`config.mk`:
```
export PLATFORM = sky130hd
export DESIGN_NAME = kuuga_sc_dm_wrapper
export DESIGN_NICKNAME = d
export VERILOG_FILES = /design/src/rtl/gouram_datatypes.sv /design/src/rtl/kuuga_sc_dm_wrapper_pkg.sv /design/src/rtl/kuuga_sc_dm_wrapper_dm_cache_array.sv /design/src/rtl/kuuga_sc_dm_wrapper.sv
export SDC_FILE = /design/constraint.sdc
export NUM_CORES = 2
export LEC_CHECK = 0
export CAP_MARGIN = 30
export CELL_PAD_IN_SITES_DETAIL_PLACEMENT = 2
export CELL_PAD_IN_SITES_GLOBAL_PLACEMENT = 2
export CORE_MARGIN = 2
export CORE_UTILIZATION = 53
export CTS_CLUSTER_SIZE = 14
export DETAILED_ROUTE_END_ITERATION = 12
export PLACE_DENSITY_LB_ADDON = 0.15
export SKIP_CTS_REPAIR_TIMING = 1
export SYNTH_ARGS = -nofsm -noshare
export SYNTH_HDL_FRONTEND = slang
export SYNTH_HIERARCHICAL = 1
export SYNTH_SLANG_ARGS = --single-unit
```
`constraint.sdc`:
```
create_clock -name clk -period 13 [get_ports clk]
set_input_delay 2.6 -clock clk [delete_from_list [all_inputs] [get_ports clk]]
set_output_delay 2.6 -clock clk [all_outputs]
set_load 0.05 [all_outputs]
```
`src/rtl/gouram_datatypes.sv`:
```
// Shared types and constants for the gouram/kuuga trace and AXI read masters.
package gouram_datatypes;

  localparam logic [6:0] OPC_LOAD       = 7'b0000011;
  localparam logic [7:0] AXI_LEN_SINGLE = 8'd0;
  localparam logic [2:0] AXI_SIZE_WORD  = 3'd2;
  localparam logic [1:0] AXI_BURST_INCR = 2'b01;

  typedef struct packed {
    logic        valid;
    logic        is_load;
    logic        hit;
    logic [31:0] pc;
    logic [31:0] instr;
    logic [31:0] daddr;
    logic [31:0] ddata;
  } trace_format;

endpackage

```
`src/rtl/kuuga_sc_dm_wrapper_pkg.sv`:
```
// Local types and helpers for the kuuga single-cycle trace wrapper.
package kuuga_sc_dm_wrapper_pkg;

  typedef enum logic [2:0] {
    S_IDLE,
    S_FETCH_AR,
    S_FETCH_R,
    S_DECODE,
    S_LOOKUP,
    S_MISS_AR,
    S_MISS_R,
    S_EMIT
  } state_e;

  // Word-aligned data address of a load: base plus the zero-extended 12-bit immediate.
  function automatic logic [31:0] load_addr(input logic [31:0] base, input logic [11:0] imm);
    return (base + {20'd0, imm}) & 32'hFFFF_FFFC;
  endfunction

endpackage

```
`src/rtl/kuuga_sc_dm_wrapper_dm_cache_array.sv`:
```
// Direct-mapped word cache: tag/valid/data arrays with a combinational hit and read port.
module dm_cache_array #(
  parameter int NUM_LINES = 64
) (
  input  logic        clk,
  input  logic        rst,
  input  logic [29:0] waddr_i,
  input  logic        wr_en_i,
  input  logic [31:0] wr_data_i,
  output logic        hit_o,
  output logic [31:0] rd_data_o
);

  localparam int IDX_W = $clog2(NUM_LINES);
  localparam int TAG_W = 30 - IDX_W;

  logic [NUM_LINES-1:0] valid_q;
  logic [TAG_W-1:0]     tag_q  [NUM_LINES];
  logic [31:0]          data_q [NUM_LINES];

  logic [IDX_W-1:0] idx;
  logic [TAG_W-1:0] tag;

  assign idx = waddr_i[IDX_W-1:0];
  assign tag = waddr_i[29 -: TAG_W];

  always_ff @(posedge clk or posedge rst) begin
    if (rst) begin
      valid_q <= '0;
    end else if (wr_en_i) begin
      valid_q[idx] <= 1'b1;
    end
  end

  // Payload arrays need no reset: a line is only trusted once its valid bit is set.
  always_ff @(posedge clk) begin
    if (wr_en_i) begin
      tag_q[idx]  <= tag;
      data_q[idx] <= wr_data_i;
    end
  end

  assign hit_o     = valid_q[idx] && (tag_q[idx] == tag);
  assign rd_data_o = data_q[idx];

endmodule

```
`src/rtl/kuuga_sc_dm_wrapper.sv`:
```
// Fetch/decode walker that replays loads through a direct-mapped cache and emits one trace record per word.
module kuuga_sc_dm_wrapper
  import gouram_datatypes::*;
  import kuuga_sc_dm_wrapper_pkg::*;
#(
  parameter int          NUM_LINES = 64,
  parameter logic [31:0] DATA_BASE = 32'h0010_0000
) (
  input  logic        clk,
  input  logic        rst_n,
  output trace_format trace_data_o,
  output logic [2:0]  state_o,
  // Both read channels: a transfer completes on the rising edge where valid && ready are
  // both high; ar* stays stable until then and rready is high only while awaiting that R beat.
  output logic [31:0] im_araddr,
  output logic        im_arvalid,
  output logic [7:0]  im_arlen,
  output logic [2:0]  im_arsize,
  output logic [1:0]  im_arburst,
  input  logic        im_arready,
  input  logic [31:0] im_rdata,
  input  logic [1:0]  im_rresp,
  input  logic        im_rlast,
  input  logic        im_rvalid,
  output logic        im_rready,
  output logic [31:0] dm_araddr,
  output logic        dm_arvalid,
  output logic [7:0]  dm_arlen,
  output logic [2:0]  dm_arsize,
  output logic [1:0]  dm_arburst,
  input  logic        dm_arready,
  input  logic [31:0] dm_rdata,
  input  logic [1:0]  dm_rresp,
  input  logic        dm_rlast,
  input  logic        dm_rvalid,
  output logic        dm_rready
);

  state_e      state_q, state_d;
  logic [31:0] pc_q, pc_d;
  logic [31:0] instr_q, instr_d;
  trace_format trace_q, trace_d;

  logic [31:0] daddr;
  logic        is_load;
  logic        cache_we;
  logic        cache_hit;
  logic [31:0] cache_rdata;
  logic        unused_axi;

  assign daddr      = load_addr(DATA_BASE, instr_q[31:20]);
  assign is_load    = (instr_q[6:0] == OPC_LOAD);
  assign unused_axi = ^{im_rresp, im_rlast, dm_rresp, dm_rlast};

  dm_cache_array #(
    .NUM_LINES (NUM_LINES)
  ) u_cache (
    .clk       (clk),
    .rst       (rst_n),
    .waddr_i   (daddr[31:2]),
    .wr_en_i   (cache_we),
    .wr_data_i (dm_rdata),
    .hit_o     (cache_hit),
    .rd_data_o (cache_rdata)
  );

  always_ff @(posedge clk or posedge rst_n) begin
    if (rst_n) begin
      state_q <= S_IDLE;
      pc_q    <= '0;
      instr_q <= '0;
      trace_q <= '0;
    end else begin
      state_q <= state_d;
      pc_q    <= pc_d;
      instr_q <= instr_d;
      trace_q <= trace_d;
    end
  end

  // The record is loaded on the edge that enters EMIT, so valid is high exactly for that state.
  always_comb begin
    state_d       = state_q;
    pc_d          = pc_q;
    instr_d       = instr_q;
    trace_d       = trace_q;
    trace_d.valid = 1'b0;
    cache_we      = 1'b0;
    case (state_q)
      S_IDLE:     state_d = S_FETCH_AR;
      S_FETCH_AR: if (im_arready) state_d = S_FETCH_R;
      S_FETCH_R: begin
        if (im_rvalid) begin
          instr_d = im_rdata;
          state_d = S_DECODE;
        end
      end
      S_DECODE: begin
        if (is_load) begin
          state_d = S_LOOKUP;
        end else begin
          state_d = S_EMIT;
          trace_d = '{valid: 1'b1, is_load: 1'b0, hit: 1'b0, pc: pc_q, instr: instr_q,
                      daddr: 32'd0, ddata: 32'd0};
        end
      end
      S_LOOKUP: begin
        if (cache_hit) begin
          state_d = S_EMIT;
          trace_d = '{valid: 1'b1, is_load: 1'b1, hit: 1'b1, pc: pc_q, instr: instr_q,
                      daddr: daddr, ddata: cache_rdata};
        end else begin
          state_d = S_MISS_AR;
        end
      end
      S_MISS_AR:  if (dm_arready) state_d = S_MISS_R;
      S_MISS_R: begin
        if (dm_rvalid) begin
          cache_we = 1'b1;
          state_d  = S_EMIT;
          trace_d  = '{valid: 1'b1, is_load: 1'b1, hit: 1'b0, pc: pc_q, instr: instr_q,
                       daddr: daddr, ddata: dm_rdata};
        end
      end
      S_EMIT: begin
        pc_d    = pc_q + 32'd4;
        state_d = S_FETCH_AR;
      end
      default:    state_d = S_IDLE;
    endcase
  end

  assign trace_data_o = trace_q;
  assign state_o      = state_q;

  assign im_araddr  = pc_q;
  assign im_arvalid = (state_q == S_FETCH_AR);
  assign im_arlen   = AXI_LEN_SINGLE;
  assign im_arsize  = AXI_SIZE_WORD;
  assign im_arburst = AXI_BURST_INCR;
  assign im_rready  = (state_q == S_FETCH_R);

  assign dm_araddr  = daddr;
  assign dm_arvalid = (state_q == S_MISS_AR);
  assign dm_arlen   = AXI_LEN_SINGLE;
  assign dm_arsize  = AXI_SIZE_WORD;
  assign dm_arburst = AXI_BURST_INCR;
  assign dm_rready  = (state_q == S_MISS_R);

endmodule

```
==> Implementation_results.wiki, run 1 <==
{| class="wikitable"
! Metric !! Value
|-
| Post-synthesis instance total || approximately 8000
|-
| Mean cell area of the mapped netlist || 18.4 µm²
|-
| Simple-gate portion of the synthesized area || 2.59%
|-
| Post-synth EDFFs || about 3600
|-
| Number of warnings reported in the yosys synthesis log || 6
|-
| Arithmetic-cell share of the synthesized area counting full adders, half adders and majority gates || less than 1%
|-
| Top-level I/O count || around 300
|-
| Yosys top cell by area || sky130_fd_sc_hd__edfxtp_1
|-
| Final Wtd Congestion || 0.832
|-
| Netlist area before placement || around 140000 µm²
|-
| Ys async rst share || ~6.2%
|-
| Count of buffers inserted at the top-level ports || between 200 and 250
|-
| First Err || [ERROR DPL-0033] detailed placement checks failed during check placement.
|-
| Portion of synthesized cell area occupied by the leading cell type || between 70% and 80%
|-
| Effective utilization at floorplan || 53.2%
|-
| Seq/Total Area, Yosys || about four fifths
|-
| Count of unique library cells instantiated by Yosys || 83
|-
| Area contributors post-synth || sky130_fd_sc_hd__edfxtp_1, sky130_fd_sc_hd__dfrtp_1, sky130_fd_sc_hd__a22oi_1
|-
| Chip height || about 520 µm
|-
| # rows || roughly 190
|-
| Failing step || 3_5_place_dp
|-
| Xor/xnor cell area share of the yosys netlist || less than 1%
|-
| Primary flip-flop cell chosen by synthesis mapping || sky130_fd_sc_hd__edfxtp_1
|-
| Width of the chip || 525 µm
|-
| Synthesized-area fraction occupied by ao, oa, aoi and oai cells || 10.0%
|-
| #FFs+latches synth || about 3800
|-
| Sum of net half-perimeters after detailed placement || approximately 440000 µm
|-
| Mux cell area share after synthesis || between 5 and 6%
|-
| Run status || aborted with a tool error
|-
| Dominant combinational cell family by area after synthesis || compound AO/OA/AOI/OAI gates
|}
==> Yosys cell counts, drive strengths merged (6+ instances only) <==
master      n
a22oi     705
a41oi      19
buf       387
nand4     100
and3b       8
inv        42
xnor2      36
a221oi    323
a211o       6
xor2       17
nand2b     12
a211oi     20
nand3      61
nand3b      6
o211ai     25
mux2      269
and2        8
o221ai     13
a21oi     189
nor2      180
a221o      44
nor3b       6
mux2i     191
a22o      170
o2bb2ai    10
and4        6
mux4      156
o22ai      55
a31oi     110
a21o        8
a222oi     29
nand2     162
edfxtp   3584
nor2b      11
dfrtp     236
nor4       32
o21ai     177
clkbuf    207
nor3       30
or2        65
and3       18
==> cell families after synthesis <==
family,count (synthesis)
compound gates,1939
xor+xnor,53
fa+ha+maj,1
buf+inv,636
flops,3820
mux,616
other cells,2
simple gates,725
==> per-stage QoR <==
step	hold WS, ps	setup WS, ps	instance area [µm²]	instances
floorplan	430	4880	149000	9164
global placement	446	5220	156000	12700
==> inputs of run 2 (changes only) <==
--- a/config.mk
+++ b/config.mk
@@ -6,11 +6,8 @@
 export NUM_CORES = 2
 export LEC_CHECK = 0
 export CAP_MARGIN = 30
-export CELL_PAD_IN_SITES_DETAIL_PLACEMENT = 2
-export CELL_PAD_IN_SITES_GLOBAL_PLACEMENT = 2
 export CORE_MARGIN = 2
-export CORE_UTILIZATION = 53
-export CTS_CLUSTER_SIZE = 14
+export CORE_UTILIZATION = 40
 export DETAILED_ROUTE_END_ITERATION = 12
 export PLACE_DENSITY_LB_ADDON = 0.15
 export SKIP_CTS_REPAIR_TIMING = 1
==> run 2 against run 1 <==
The flow now finishes without violations. Synthesized cell count unchanged. Area after synthesis unchanged.
==> Implementation_results.wiki, run 2 <==
{| class="wikitable"
! Metric !! Value
|-
| Final count of negative-setup-slack endpoints || 0
|-
| Combinational Power Share || between 30 and 40%
|-
| Number of buffers on the longest clock path || 4
|-
| Fraction of power spent switching nets || a little over a third
|-
| Width of the chip || 603 µm (+15%)
|-
| Critical path data required time || around 14000 ps
|-
| Effective utilization at floorplan || 40.1% (-13 points)
|-
| Post-DR vias/cell || 5.89
|-
| CTS buffer count || about 400
|-
| Total wirelength of the detailed-routed design || between 500000 and 600000 µm
|-
| Number of antenna-violating nets in the routed design || 0
|-
| Leading cell types in the layout, fill and taps excluded || sky130_fd_sc_hd__edfxtp_1, sky130_fd_sc_hd__conb_1, sky130_fd_sc_hd__a22oi_1
|-
| Seq/Total Area, Yosys || 79.0% (unchanged)
|-
| Leakage power of the design || between 50 and 60 nW
|-
| Arr. time, crit path || 8600 ps
|-
| Chip height || 603 µm (+15%)
|-
| Max-slew violation count || 0
|-
| Aggregate global routing overflow || 0
|-
| Largest net degree at the start of global routing || a little over 90
|-
| Portion of synthesized cell area occupied by the leading cell type || 74.9% (unchanged)
|-
| Netlist area before placement || 144000 µm² (unchanged)
|-
| Number of antenna violations at the first check in global routing || 39
|-
| Total die area || between 300000 and 400000 µm²
|-
| Core ar. || ~360000 µm²
|-
| Wire length of the first global-routing pass || between 700000 and 800000 µm
|-
| # rows || 220 (+15%)
|-
| Kind of path behind the tightest hold check || flop to flop
|-
| Average wire per standard cell || between 30 and 40 µm
|-
| Switching power summed over all nets || about 13 mW
|-
| Highest attainable clock frequency || 129 MHz
|-
| Final Hold Vio Count || 0
|-
| Period Utilization, post-route || ~60%
|-
| Post-synth EDFFs || 3584 (unchanged)
|-
| Post-synthesis to final-layout area growth || 18.9%
|-
| Worst R2R Start || instr_q[24]
|-
| Crit Path Class || flop to flop
|-
| Slew at the pin with the worst max-slew slack || 1150 ps
|-
| Count of buffers inserted at the top-level ports || 224 (unchanged)
|-
| Number of detailed-routing iterations run before antenna repair || 8
|-
| Clock network power share || 30.8%
|-
| Number of nets in the layout || between 9000 and 10000
|-
| Most instantiated cells after synthesis || sky130_fd_sc_hd__edfxtp_1, sky130_fd_sc_hd__a22oi_1, sky130_fd_sc_hd__a221oi_1
|-
| TritonCTS clock tree || built
|-
| Post-synthesis instance total || 7792 (unchanged)
|-
| Largest register by flop count || u_cache/data_q
|-
| Clock input transition at the sequential cells of the worst setup and hold paths || ~60 ps
|-
| Fraction of final layout cells sized beyond drive strength 1 || 15.8%
|-
| Source-to-sink clock delay at the later pin of the worst-skew pair || around 1000 ps
|-
| Most frequent standard cell in the layout excluding fill and tap cells || sky130_fd_sc_hd__edfxtp_1
|-
| Register-to-register setup slack || between 5000 and 6000 ps
|-
| Count of unique library cells instantiated by Yosys || 83 (unchanged)
|-
| #FFs+latches synth || 3820 (unchanged)
|-
| Violation count after the first detailed-route iteration || roughly 13000
|-
| Flop pwr share || 39.1%
|-
| Drc violations || 0
|-
| Max FFs per register || about 2000
|-
| CTS Root Cell || sky130_fd_sc_hd__clkbuf_16
|-
| Run status || finished, final reports clean
|-
| Skew final || 66.8 ps
|-
| Power per Cell Area || ~210 nW/µm²
|-
| Mean cell area of the mapped netlist || 18.4 µm² (unchanged)
|-
| Internal || about 24 mW
|-
| Worst slew margin relative to its limit || a little under a quarter
|-
| Vias in the first global route || 83700
|-
| Register-to-Register Path Depth || 18
|-
| CP Launch Point || instr_q[24]
|-
| Final Wtd Congestion || 0.813 (-2.3%)
|-
| Top-level I/O count || 304 (unchanged)
|-
| Kind of end point of the critical path || flop
|-
| Number of warnings reported in the yosys synthesis log || 6 (unchanged)
|-
| Post-route total power || roughly 36 mW
|-
| Area contributors post-synth || sky130_fd_sc_hd__edfxtp_1, sky130_fd_sc_hd__dfrtp_1, sky130_fd_sc_hd__a22oi_1
|-
| CTS Sinks || 3820
|-
| Setup crit end || trace_data_o[94]
|-
| Total number of H-tree levels || 5
|-
| Primary flip-flop cell chosen by synthesis mapping || sky130_fd_sc_hd__edfxtp_1
|-
| Via Count || about 86000
|-
| Highest ir drop seen on vdd || approximately 160 µV
|-
| CP max FO || 57
|-
| Cell with the most instances after synthesis || sky130_fd_sc_hd__edfxtp_1
|-
| Final-layout setup total negative slack || 0 ps
|-
| Yosys top cell by area || sky130_fd_sc_hd__edfxtp_1
|-
| Time the worst path needs with I/O delays and setup || 7770 ps
|-
| Total global-route track usage || between 20% and 30%
|-
| CP Launch Type || flop
|-
| Max-cap viol count || 0
|-
| Sum of net half-perimeters after detailed placement || 287000 µm (-34%)
|-
| RSZ-0062 raised after global routing || no
|-
| Ys async rst share || 6.18% (unchanged)
|-
| Reg2Reg Capture Point || trace_data_o[94]
|}
-- run 2: cell counts after synthesis --
Identical to the previous run, type by type.
-- run 2: power groups by stage --
stage / clock network [mW] / registers, mW / logic (mW)
6_report: 11.2 / 14.2 / 11.0
5_1_grt: 11.8 / 14.2 / 11.3
4_1_cts: 11.3 / 14.2 / 10.8
3_5_place_dp: 0 / 14.5 / 10.8
3_3_place_gp: 0 / 14.5 / 10.7
2_1_floorplan: 0 / 14.8 / 5.62
-- run 2: cells by family after synthesis --
group / Yosys count / share of synthesized area [%]
AO/OA/AOI/OAI: 1939 / 10.0
XOR/XNOR: 53 / 0.323
adder cells (fa/ha/maj): 1 / 0.00870
buffers and inverters: 636 / 2.18
flip-flops: 3820 / 79.0
multiplexers: 616 / 5.90
other: 2 / 0.00523
AND/OR/NAND/NOR: 725 / 2.59
-- run 2: worst max-delay path, cell delays in order, from the launching register on --
cell	delay [ps]
sky130_fd_sc_hd__dfrtp_4	770
sky130_fd_sc_hd__buf_4	780
sky130_fd_sc_hd__buf_4	840
sky130_fd_sc_hd__nor2b_4	70
sky130_fd_sc_hd__buf_4	320
sky130_fd_sc_hd__a221o_1	410
sky130_fd_sc_hd__a22oi_1	230
sky130_fd_sc_hd__o22ai_1	220
sky130_fd_sc_hd__or4_1	590
sky130_fd_sc_hd__xor2_1	160
sky130_fd_sc_hd__nor4_1	470
sky130_fd_sc_hd__nand4_1	380
sky130_fd_sc_hd__nor4_2	350
sky130_fd_sc_hd__buf_4	260
sky130_fd_sc_hd__mux2i_1	120
sky130_fd_sc_hd__o22ai_2	390
sky130_fd_sc_hd__o31ai_4	150
sky130_fd_sc_hd__inv_4	590
sky130_fd_sc_hd__mux2_2	410
-- run 2: worst min path at each step --
stage	end	cells past startpoint	slack (ps)	from
after floorplan	u_cache/valid_q[55]	1	430	u_cache/valid_q[55]
after global placement	u_cache/valid_q[55]	1	440	u_cache/valid_q[55]
after detailed placement	u_cache/valid_q[55]	1	450	u_cache/valid_q[55]
after CTS	u_cache/valid_q[55]	1	460	u_cache/valid_q[55]
after global routing	u_cache/valid_q[55]	1	470	u_cache/valid_q[55]
final	u_cache/valid_q[55]	1	460	u_cache/valid_q[55]
-- run 2: layout make-up --
cell class	count	area, µm²
fill	30400	188000
sequential	3820	114000
multi-input combinational	4708	32900
clock buffer	523	10800
tap	4773	5970
timing repair buffer	578	5550
clock inverter	210	1910
inverter	42	178
antenna	11	27.5
-- run 2: metrics by stage --
step / cell area [µm²] / utilization [%] / setup slack (ps) / hold slack [ps] / instances
6_report: 171000 / 47.7 / 5230 / 462 / 14700
5_1_grt: 171000 / 47.7 / 4950 / 474 / 14700
4_1_cts: 170000 / 47.6 / 5160 / 461 / 14600
3_5_place_dp: 158000 / 44.0 / 5200 / 447 / 13900
3_3_place_gp: 157000 / 43.9 / 5240 / 442 / 13900
2_1_floorplan: 149000 / - / 4880 / 430 / 9164
-- run 2: metal layers --
metal | GRT usage [%] | part of all wire, % | vias to the layer above
met5 | 0 | 0.017 | -
met4 | 10.6 | 4.3 | 10
met3 | 5.18 | 10 | 972
met2 | 46.3 | 47 | 5101
met1 | 38.3 | 38 | 45900
li1 | - | - | 34500
No activity file was read; power rests on OpenSTA's default activity.
